**src/rtl/fan_level_controller_pkg.sv**
```systemverilog
// Shared state encodings, button bundle and helpers for the fan level controller.
package fan_level_controller_pkg;

  localparam int unsigned FLC_STATE_WIDTH = 3;

  localparam logic [FLC_STATE_WIDTH-1:0] FLC_STANDBY  = 3'd0;
  localparam logic [FLC_STATE_WIDTH-1:0] FLC_ARMED    = 3'd1;
  localparam logic [FLC_STATE_WIDTH-1:0] FLC_RUN      = 3'd2;
  localparam logic [FLC_STATE_WIDTH-1:0] FLC_TURBO    = 3'd3;
  localparam logic [FLC_STATE_WIDTH-1:0] FLC_COOLDOWN = 3'd4;

  typedef struct packed {
    logic stop;
    logic down;
    logic up;
    logic menu;
  } flc_btn_t;

  function automatic int unsigned flc_max3(input int unsigned a, input int unsigned b,
                                           input int unsigned c);
    int unsigned m;
    m = (a > b) ? a : b;
    return (m > c) ? m : c;
  endfunction

endpackage

```
**src/rtl/fan_level_controller_btn_edge_detect.sv**
```systemverilog
// Rising-edge detector for one debounced button; prev resets high so a
// button held through reset never produces an edge.
module btn_edge_detect (
  input  logic clk,
  input  logic rst,
  input  logic i_btn,
  output logic o_edge_c
);

  logic r_prev;

  always_ff @(posedge clk) begin
    if (rst) r_prev <= 1'b1;
    else     r_prev <= i_btn;
  end

  assign o_edge_c = i_btn & ~r_prev;

endmodule

```
**src/rtl/fan_level_controller.sv**
```systemverilog
// Hood fan level controller: menu arming, levels 1..NUM_LEVELS-1, one
// time-limited turbo per power session and a timed cooldown before standby.
module fan_level_controller
  import fan_level_controller_pkg::*;
#(
  parameter int unsigned NUM_LEVELS      = 3,
  parameter int unsigned ARM_WINDOW      = 500,
  parameter int unsigned TURBO_CYCLES    = 6000,
  parameter int unsigned COOLDOWN_CYCLES = 3000,
  parameter int unsigned LW              = $clog2(NUM_LEVELS + 1)
) (
  input  logic          clk,
  input  logic          rst,
  input  logic          power_on,
  input  logic          menu_btn,
  input  logic          up_btn,
  input  logic          down_btn,
  input  logic          stop_btn,
  output logic [LW-1:0] level_o,
  output logic          level_change_o,
  output logic          armed_o,
  output logic          cooldown_o,
  output logic          turbo_used_o
);

  localparam int unsigned TMAX = flc_max3(ARM_WINDOW, TURBO_CYCLES, COOLDOWN_CYCLES);
  localparam int unsigned TW   = (TMAX > 1) ? $clog2(TMAX) : 1;

  localparam logic [LW-1:0] LVL_ZERO = '0;
  localparam logic [LW-1:0] LVL_ONE  = LW'(1);
  localparam logic [LW-1:0] LVL_PRE  = LW'(NUM_LEVELS - 1);
  localparam logic [LW-1:0] LVL_TOP  = LW'(NUM_LEVELS);

  localparam logic [TW-1:0] T_ARM  = TW'(ARM_WINDOW - 1);
  localparam logic [TW-1:0] T_TURB = TW'(TURBO_CYCLES - 1);
  localparam logic [TW-1:0] T_COOL = TW'(COOLDOWN_CYCLES - 1);

  flc_btn_t w_edge;

  btn_edge_detect u_edge_menu (.clk(clk), .rst(rst), .i_btn(menu_btn), .o_edge_c(w_edge.menu));
  btn_edge_detect u_edge_up   (.clk(clk), .rst(rst), .i_btn(up_btn),   .o_edge_c(w_edge.up));
  btn_edge_detect u_edge_down (.clk(clk), .rst(rst), .i_btn(down_btn), .o_edge_c(w_edge.down));
  btn_edge_detect u_edge_stop (.clk(clk), .rst(rst), .i_btn(stop_btn), .o_edge_c(w_edge.stop));

  logic [FLC_STATE_WIDTH-1:0] r_state;
  logic [FLC_STATE_WIDTH-1:0] w_state_nxt;
  logic [LW-1:0]              r_level;
  logic [LW-1:0]              w_level_nxt;
  logic [TW-1:0]              r_timer;
  logic [TW-1:0]              w_timer_nxt;
  logic                       r_turbo_used;
  logic                       w_turbo_used_nxt;
  logic                       r_level_change;
  logic                       r_armed;
  logic                       r_cooldown;
  logic                       w_timer_zero;

  assign w_timer_zero = (r_timer == '0);

  // Within each state, edges are tested stop > down > up > menu; an acted
  // edge always beats timer expiry in the same cycle.
  always_comb begin
    w_state_nxt      = r_state;
    w_level_nxt      = r_level;
    w_timer_nxt      = r_timer;
    w_turbo_used_nxt = r_turbo_used;
    if (!power_on) begin
      w_state_nxt      = FLC_STANDBY;
      w_level_nxt      = LVL_ZERO;
      w_timer_nxt      = '0;
      w_turbo_used_nxt = 1'b0;
    end else begin
      case (r_state)
        FLC_STANDBY: begin
          if (w_edge.menu) begin
            w_state_nxt = FLC_ARMED;
            w_timer_nxt = T_ARM;
          end
        end
        FLC_ARMED: begin
          if (w_edge.stop) begin
            w_state_nxt = FLC_STANDBY;
            w_timer_nxt = '0;
          end else if (w_edge.up) begin
            w_state_nxt = FLC_RUN;
            w_level_nxt = LVL_ONE;
            w_timer_nxt = '0;
          end else if (w_edge.menu || w_timer_zero) begin
            w_state_nxt = FLC_STANDBY;
            w_timer_nxt = '0;
          end else begin
            w_timer_nxt = r_timer - TW'(1);
          end
        end
        FLC_RUN: begin
          if (w_edge.stop) begin
            w_state_nxt = FLC_COOLDOWN;
            w_level_nxt = LVL_ONE;
            w_timer_nxt = T_COOL;
          end else if (w_edge.down) begin
            if (r_level > LVL_ONE) begin
              w_level_nxt = r_level - LW'(1);
            end else begin
              w_state_nxt = FLC_STANDBY;
              w_level_nxt = LVL_ZERO;
            end
          end else if (w_edge.up) begin
            if (r_level < LVL_PRE) begin
              w_level_nxt = r_level + LW'(1);
            end else if (!r_turbo_used) begin
              w_state_nxt      = FLC_TURBO;
              w_level_nxt      = LVL_TOP;
              w_turbo_used_nxt = 1'b1;
              w_timer_nxt      = T_TURB;
            end
          end
        end
        FLC_TURBO: begin
          if (w_edge.stop) begin
            w_state_nxt = FLC_COOLDOWN;
            w_level_nxt = LVL_ONE;
            w_timer_nxt = T_COOL;
          end else if (w_edge.down || w_timer_zero) begin
            w_state_nxt = FLC_RUN;
            w_level_nxt = LVL_PRE;
            w_timer_nxt = '0;
          end else begin
            w_timer_nxt = r_timer - TW'(1);
          end
        end
        FLC_COOLDOWN: begin
          if (w_edge.up) begin
            w_state_nxt = FLC_RUN;
            w_level_nxt = LVL_ONE;
            w_timer_nxt = '0;
          end else if (w_timer_zero) begin
            w_state_nxt = FLC_STANDBY;
            w_level_nxt = LVL_ZERO;
          end else begin
            w_timer_nxt = r_timer - TW'(1);
          end
        end
        default: begin
          w_state_nxt = FLC_STANDBY;
          w_level_nxt = LVL_ZERO;
          w_timer_nxt = '0;
        end
      endcase
    end
  end

  always_ff @(posedge clk) begin
    if (rst) begin
      r_state        <= FLC_STANDBY;
      r_level        <= LVL_ZERO;
      r_timer        <= '0;
      r_turbo_used   <= 1'b0;
      r_level_change <= 1'b0;
      r_armed        <= 1'b0;
      r_cooldown     <= 1'b0;
    end else begin
      r_state        <= w_state_nxt;
      r_level        <= w_level_nxt;
      r_timer        <= w_timer_nxt;
      r_turbo_used   <= w_turbo_used_nxt;
      r_level_change <= (w_level_nxt != r_level);
      r_armed        <= (w_state_nxt == FLC_ARMED);
      r_cooldown     <= (w_state_nxt == FLC_COOLDOWN);
    end
  end

  assign level_o        = r_level;
  assign level_change_o = r_level_change;
  assign armed_o        = r_armed;
  assign cooldown_o     = r_cooldown;
  assign turbo_used_o   = r_turbo_used;

endmodule

```
**config.mk**
```make
export PLATFORM = sky130hd
export DESIGN_NAME = fan_level_controller
export DESIGN_NICKNAME = d
export VERILOG_FILES = /design/src/rtl/fan_level_controller_pkg.sv /design/src/rtl/fan_level_controller_btn_edge_detect.sv /design/src/rtl/fan_level_controller.sv
export SDC_FILE = /design/constraint.sdc
export NUM_CORES = 1
export LEC_CHECK = 0
export CAP_MARGIN = 20
export CORE_ASPECT_RATIO = 1.5
export CORE_MARGIN = 1.5
export CORE_UTILIZATION = 55
export DETAILED_ROUTE_END_ITERATION = 8
export PLACE_DENSITY_LB_ADDON = 0.2
export SYNTH_ARGS = -nofsm -noshare
export SYNTH_HDL_FRONTEND = slang
export SYNTH_SLANG_ARGS = --single-unit
```
**constraint.sdc**
```tcl
create_clock -name clk -period 2.8 [get_ports clk]
set_clock_uncertainty 0.1 [all_clocks]
set_input_delay 0.42 -clock clk [delete_from_list [all_inputs] [get_ports clk]]
set_output_delay 0.42 -clock clk [all_outputs]
set_load 0.005 [all_outputs]
```
**After elaboration in Yosys (flattened, before gate mapping)**

Cells that the tools add are included.

- Add/subtract/negate cells: 3
- Multiply operators: 0
- Div/mod/pow operators: 0
- Magnitude comparators: 2
- Equality and inequality tests: 13
- Shift operators: 0
- Muxes and demuxes: 44
- Bitwise gates (word level): 12
- Reductions and logical operators: 7

Operators with widths:

| operator | number |
|---|---|
| 2-to-1 mux 13 bit | 13 |
| one-hot mux 13 bit (5 select lines) | 1 |
| 2-to-1 mux 3 bit | 15 |
| 2-to-1 mux 2 bit | 13 |
| one-hot mux 3 bit (5 select lines) | 1 |
| logical NOT 13 bit | 1 |
| subtractor 13 x 1 -> 13 bit, second input constant | 1 |
| inequality test 3 x 2 -> 1 bit, second input constant | 4 |
| one-hot mux 2 bit (5 select lines) | 1 |
| inverter 1 bit | 8 |
| == test 3 x 1 -> 1 bit, second input constant | 2 |
| == test 3 x 2 -> 1 bit, second input constant | 2 |
| == test 3 bit, second input constant | 2 |
| AND reduction 6 bit | 1 |
| AND reduction 5 bit | 1 |
| bitwise AND 1 bit | 4 |
| logical NOT 3 bit | 1 |
| inequality test 3 x 1 -> 1 bit, second input constant | 1 |
| adder 2 x 1 -> 2 bit, second input constant | 1 |
| > comparator 2 x 1 -> 1 bit, second input constant | 1 |
| logical OR 1 bit | 2 |
| < comparator 2 bit, second input constant | 1 |
| inequality test 2 x 1 -> 1 bit, second input constant | 1 |
| inequality test 2 bit | 1 |
| 2 further kinds | 2 |

- Bits in registers: 26
- Latch bits: 0
- Memory bits (writable): 0
- ROM bits: 0
- Bits of input ports: 7
- Memories: 0

**Longest topological paths before layout**

- Word-level depth: 9
- Gate-level depth with buffers: 10
- Mapped depth without buffers: 8

**By module**

Synthesis repeated with hierarchy kept, for this count alone.

- Cell total of the unflattened synthesis: 201
- Area, all modules: 1624.1 µm²

Modules (own cells, without submodules):

| module | times used | cells each | area each (µm²) |
|---|---|---|---|
| fan_level_controller | 1 | 189 | 1493.9 |
| btn_edge_detect | 4 | 3 | 32.5 |

**Least setup slack after synthesis**

Ideal clock, no wire load.

- Path type: register to register
- Start point: register r_timer[0]
- End point: register r_timer[10]
- Setup time: 0.073 ns
- Data arrival time: 1.777 ns
- Path slack: 0.850 ns
- Stages on the path, launching flop included: 11
- Buffers on the path: 2
- Cells stage by stage: dfxtp_1 inv_1 ha_1 nor4b_2 and4b_1 buf_6 nand2_2 a31oi_4 buf_4 a21oi_1 o22ai_2

- Longest elaborated chain between the ends: 6
- Elaborated cells between the ends (all ways): 14
- Classes of those cells: add/sub: 1; eq/ne: 1; mux: 8; reduce/logical: 4

Ends and longest elaborated chain:

| element | RTL line | RTL |
|---|---|---|
| start: declaration | fan_level_controller.sv:49 | `logic [TW-1:0] r_timer;` |
| start signal: assignment | fan_level_controller.sv:164 | `r_timer <= w_timer_nxt;` |
| parallel branches: the longest is 6 deep, another holds subtractor 13 x 1 -> 13 bit | n/a |  |

Several ways; the timed one is not identified. The select of a mux whose other input is x is not followed.
A chain may end at the register's enable or synchronous reset.

**Worst setup path in the final report**

- Start point: register r_timer[0]
- End point: register r_level_change, in the netlist level_change_o

- Longest elaborated chain between the ends: 7
- Elaborated cells between the ends (all ways): 9
- Classes of those cells: eq/ne: 1; mux: 6; reduce/logical: 2

Ends and longest elaborated chain:

| element | RTL line | RTL |
|---|---|---|
| logical NOT 13 bit * | fan_level_controller.sv:58 | `assign w_timer_zero = (r_timer == '0);` |
| logical OR 1 bit | fan_level_controller.sv:123 | `end else if (w_edge.down \|\| w_timer_zero) begin` |
| 2-to-1 mux 2 bit | fan_level_controller.sv:123 |  |
| 2-to-1 mux 2 bit | fan_level_controller.sv:119 | `if (w_edge.stop) begin` |
| one-hot mux 2 bit (5 select lines) * | fan_level_controller.sv:73 | `case (r_state)` |
| 2-to-1 mux 2 bit * | fan_level_controller.sv:67 | `if (!power_on) begin` |
| inequality test 2 bit * | fan_level_controller.sv:166 | `r_level_change <= (w_level_nxt != r_level);` |
| end signal: assignment | fan_level_controller.sv:166 |  |
| end: declaration | fan_level_controller.sv:53 | `logic r_level_change;` |

Every way passes the cells marked *; elsewhere a longest branch is shown, timed or not.

==> summary.md <==
| Metric | Value |
|---|---|
| Synth top area share | a little under a third |
| Distinct cells, synth | 66 |
| Crit-path max FO | 5 |
| PD cells | 428 nW/µm² |
| Global Route Usage Sum | between 20% and 30% |
| Grt total ovfl | 0 |
| Rel. slew slack | around 65% |
| Setup violators final | 0 |
| Post-synthesis cell area | 1700 µm² |
| Syn_nets | between 200 and 250 |
| Site Rows | 24 |
| Antenna fix cells | 0 |
| Combinational share of power | between 10 and 15% |
| Min Tclk post-route | approximately 2.6 ns |
| Crit. End Element | flop |
| HP Class | reg -> reg |
| Reg power frac | between 40% and 50% |
| Pin count of the biggest net entering global routing | 16 |
| Unrepaired setup endpoints after global routing | false |
| R2R depth | 8 |
| Worst-path cell chain | inv_1 > ha_1 > nor4b_2 > nand4b_1 > a211oi_1 > a21oi_1 > or3_1 > nand4_1 |
| P_sw | 192 µW |
| Capturing point of the worst reg2reg path | level_change_o |
| Initial antenna violation count | 0 |
| Detailed-route DRC error count | 0 |
| Synth Area in Compound Gates | between 30% and 40% |
| Switching part of the total power | a little under a quarter |
| Die X-Extent | 48.4 µm |
| Leak pwr | roughly 0.00065 µW |
| Critical Path RT | between 2 and 3 ns |
| # Max-Cap Violations | 0 |
| Via count | roughly 1600 |
| XOR/XNOR Fraction of Synth Area | 0% |
| Worst Tran Pin Value | between 0.5 and 0.6 ns |
| Clk_lat worst skew | 0.28 ns |
| Synth-to-Final Area Change | 10.3% |
| Cells after Synth | 197 |
| TritonCTS Buffers | 3 |
| EDFF count, synth | 0 |
| Clk sinks | 26 |
| Final Non-Filler Cells | 243 |
| I/O pins | 13 |
| Synthesized area per cell | 8.62 µm² |
| PortBufs | 12 |
| Period utilisation layout | between 90 and 100% |
| Critical Path Source | r_timer[0] |
| H-tree Lvls | 1 |
| Setup CP Type | reg -> reg |
| Proportion of layout cells with a drive suffix above 1 | 15.2% |
| Worst path arrival time | 2.70 ns |
| Bufs on Longest Clock Path | 2 |
| Status | complete, no violations |
| Hold Crit Depth | 2 |
| Fmax | about 0.39 GHz |
| Post_cts resized | 0 |
| Vias/cell | roughly 6.6 |
| Worst-path clk slew | 0.10 ns |
| Setup TNS | 0 ns |
| Top_reg_cell synth | dfxtp_1 |
| Endpoints failing hold | 0 |
| DRT Wirelength | 4400 µm |
| CTS tree | built |
| Initial Util | 58.3% |
| Die height | between 70 and 80 µm |
| Reg2reg setup slack | 0.21 ns |
| Core area | roughly 2900 µm² |
| Synth Area in Adders | less than 1% |
| Peak VDD IR | around 0.25 mV |
| ANT nets after route | 0 |
| Yosys warns | 0 |
| Post-synth ARST share | 0% |
| Hold Path Origin | r_timer[6] |
| Clk pwr share | 39.6% |
| Int Pwr | roughly 600 µW |
| Post-synthesis mux area share | less than 1% |
| Placed insts | 239 |
| Vias in the first global route | ~1600 |
| TritonRoute pass-1 iters | 4 |
| Wirelength per Cell | 18.1 µm |
| First-pass GRT wire length | ~7200 µm |
| CTS Hold Bufs | 0 |
| Max-slew violations | 0 |
| Post-synthesis register bit count | 26 |
| Synth Area in Simple Gates | a little under a third |
| Main combinational cell family by area after synthesis | simple AND/OR/NAND/NOR gates |
| Startpoint types | flop |
| Nets | 213 |
| Synth area leaders | dfxtp_1 (31%), a21oi_1 (5.0%), nand2_1 (3.1%) |
| Violation count after the first detailed-routing iteration | 79 |
| Fraction of the yosys area taken by sequential cells | between 30% and 40% |
| Worst hold endpoint | r_timer[6] |
| Worst reg2reg path startpoint | r_timer[0] |
| Root Buffer | clkbuf_8 |
| Die ar. | 3440 µm² |
| Post-DP HPWL | between 3000 and 4000 µm |
| RePlAce Congestion | approximately 0.91 |
| Synth area leader | dfxtp_1 |
| Slowest CP cell | nor4b_2 |
| Crit-path max cell delay | 0.44 ns |
| Post-CTS Setup Repair Bufs | 0 |
[stage by stage]
stage	setup slack [ns]	hold WS [ns]	utilization (%)	total power (µW)	cell area [µm²]
2_1_floorplan	0.850	0.354	-	465	1700
3_3_place_gp	0.316	0.381	61.9	488	1800
3_5_place_dp	0.268	0.395	61.9	490	1800
4_1_cts	0.369	0.421	64.3	800	1870
5_1_grt	0.150	0.461	64.3	823	1870
6_report	0.214	0.424	64.3	801	1870
[how the worst max path moves through the flow]
stage / to / slack (ns) / depth (start not counted)
after floorplan: r_timer[10] / 0.85 / 10
final: level_change_o / 0.21 / 8
after detailed placement: level_change_o / 0.27 / 7
after global placement: r_timer[5] / 0.32 / 7
after global routing: level_change_o / 0.15 / 8
after CTS: level_change_o / 0.37 / 8
[metal layers]
metal,part of all wire (%),track usage [%],routed length (µm),vias to the layer above
li1,-,-,-,758
met1,37,27.7,1650,770
met2,54,52.0,2380,66
met3,5.1,2.53,223,16
met4,3.4,12.7,148,0
met5,0,0,0,-
[flip-flops by register name, indices dropped and copies added, names as in the netlist]
register            count
u_edge_down.r_prev      1
r_state                 3
u_edge_up.r_prev        1
turbo_used_o            1
u_edge_menu.r_prev      1
level_change_o          1
level_o                 2
armed_o                 1
u_edge_stop.r_prev      1
cooldown_o              1
r_timer                13
[placed cells by master (no fill, tap or decap), types with 3 or more instances in the layout]
cell type / count
a211oi_1: 6
a21oi_1: 17
a22o_1: 4
buf_4: 4
clkbuf_8: 3
clkdlybuf4s50_1: 12
dfxtp_1: 26
inv_1: 3
nand2_1: 14
nand2b_1: 6
nand3_1: 3
nor2_1: 14
nor3_1: 9
o21ai_0: 5
o21ai_1: 10
o221ai_1: 3
o31ai_1: 3
o41ai_1: 3
or2_2: 4
[cell usage after synthesis, types with 2 or more instances]
master / instances
buf_2: 3
and2_1: 2
o21ai_1: 10
nor3b_1: 2
buf_4: 3
dfxtp_1: 26
nand4_1: 2
nor3_1: 9
nand2_1: 14
o41ai_1: 3
nand2b_4: 2
o21ai_0: 5
buf_6: 2
a22o_1: 4
a21oi_1: 17
nand3_1: 3
o31ai_1: 3
nor3_2: 2
o221ai_1: 3
a21o_1: 2
and3_1: 2
inv_1: 3
nor2_1: 14
a41oi_1: 2
a211oi_1: 6
clkbuf_1: 2
a211o_1: 2
or3_1: 2
o21a_1: 2
nand2b_1: 6
or2_2: 4
[logic make-up after synthesis]
group                      Yosys count
and+or+nand+nor                     82
muxes                                1
DFF                                 26
AOI/OAI and AO/OA                   71
buffers and inverters               16
adders and majority gates            1
[critical path, delay by kind of cell (launching register included)]
kind / cells / cell delay [ns]
compound gates: 2 / 0.57
fa+ha+maj: 1 / 0.22
buf+inv: 1 / 0.07
flops: 1 / 0.36
simple gates: 4 / 1.22
[power by group through the flow]
stage,Sequential (µW),Clock [µW],Combinational (µW)
2_1_floorplan,389,0,75.7
3_3_place_gp,391,0,96.8
3_5_place_dp,392,0,98.7
4_1_cts,383,317,99.9
5_1_grt,385,329,109
6_report,383,317,101
[final cells by class]
| class | count | area [µm²] |
|---|---|---|
| Tap cell | 39 | 48.8 |
| Clock buffer | 3 | 41.3 |
| Fill cell | 275 | 1040 |
| Clock inverter | 1 | 30.0 |
| Multi-Input combinational cell | 155 | 1070 |
| Inverter | 3 | 11.3 |
| Sequential cell | 26 | 520 |
| Timing Repair Buffer | 16 | 150 |
(Power assumes the default switching activity.)
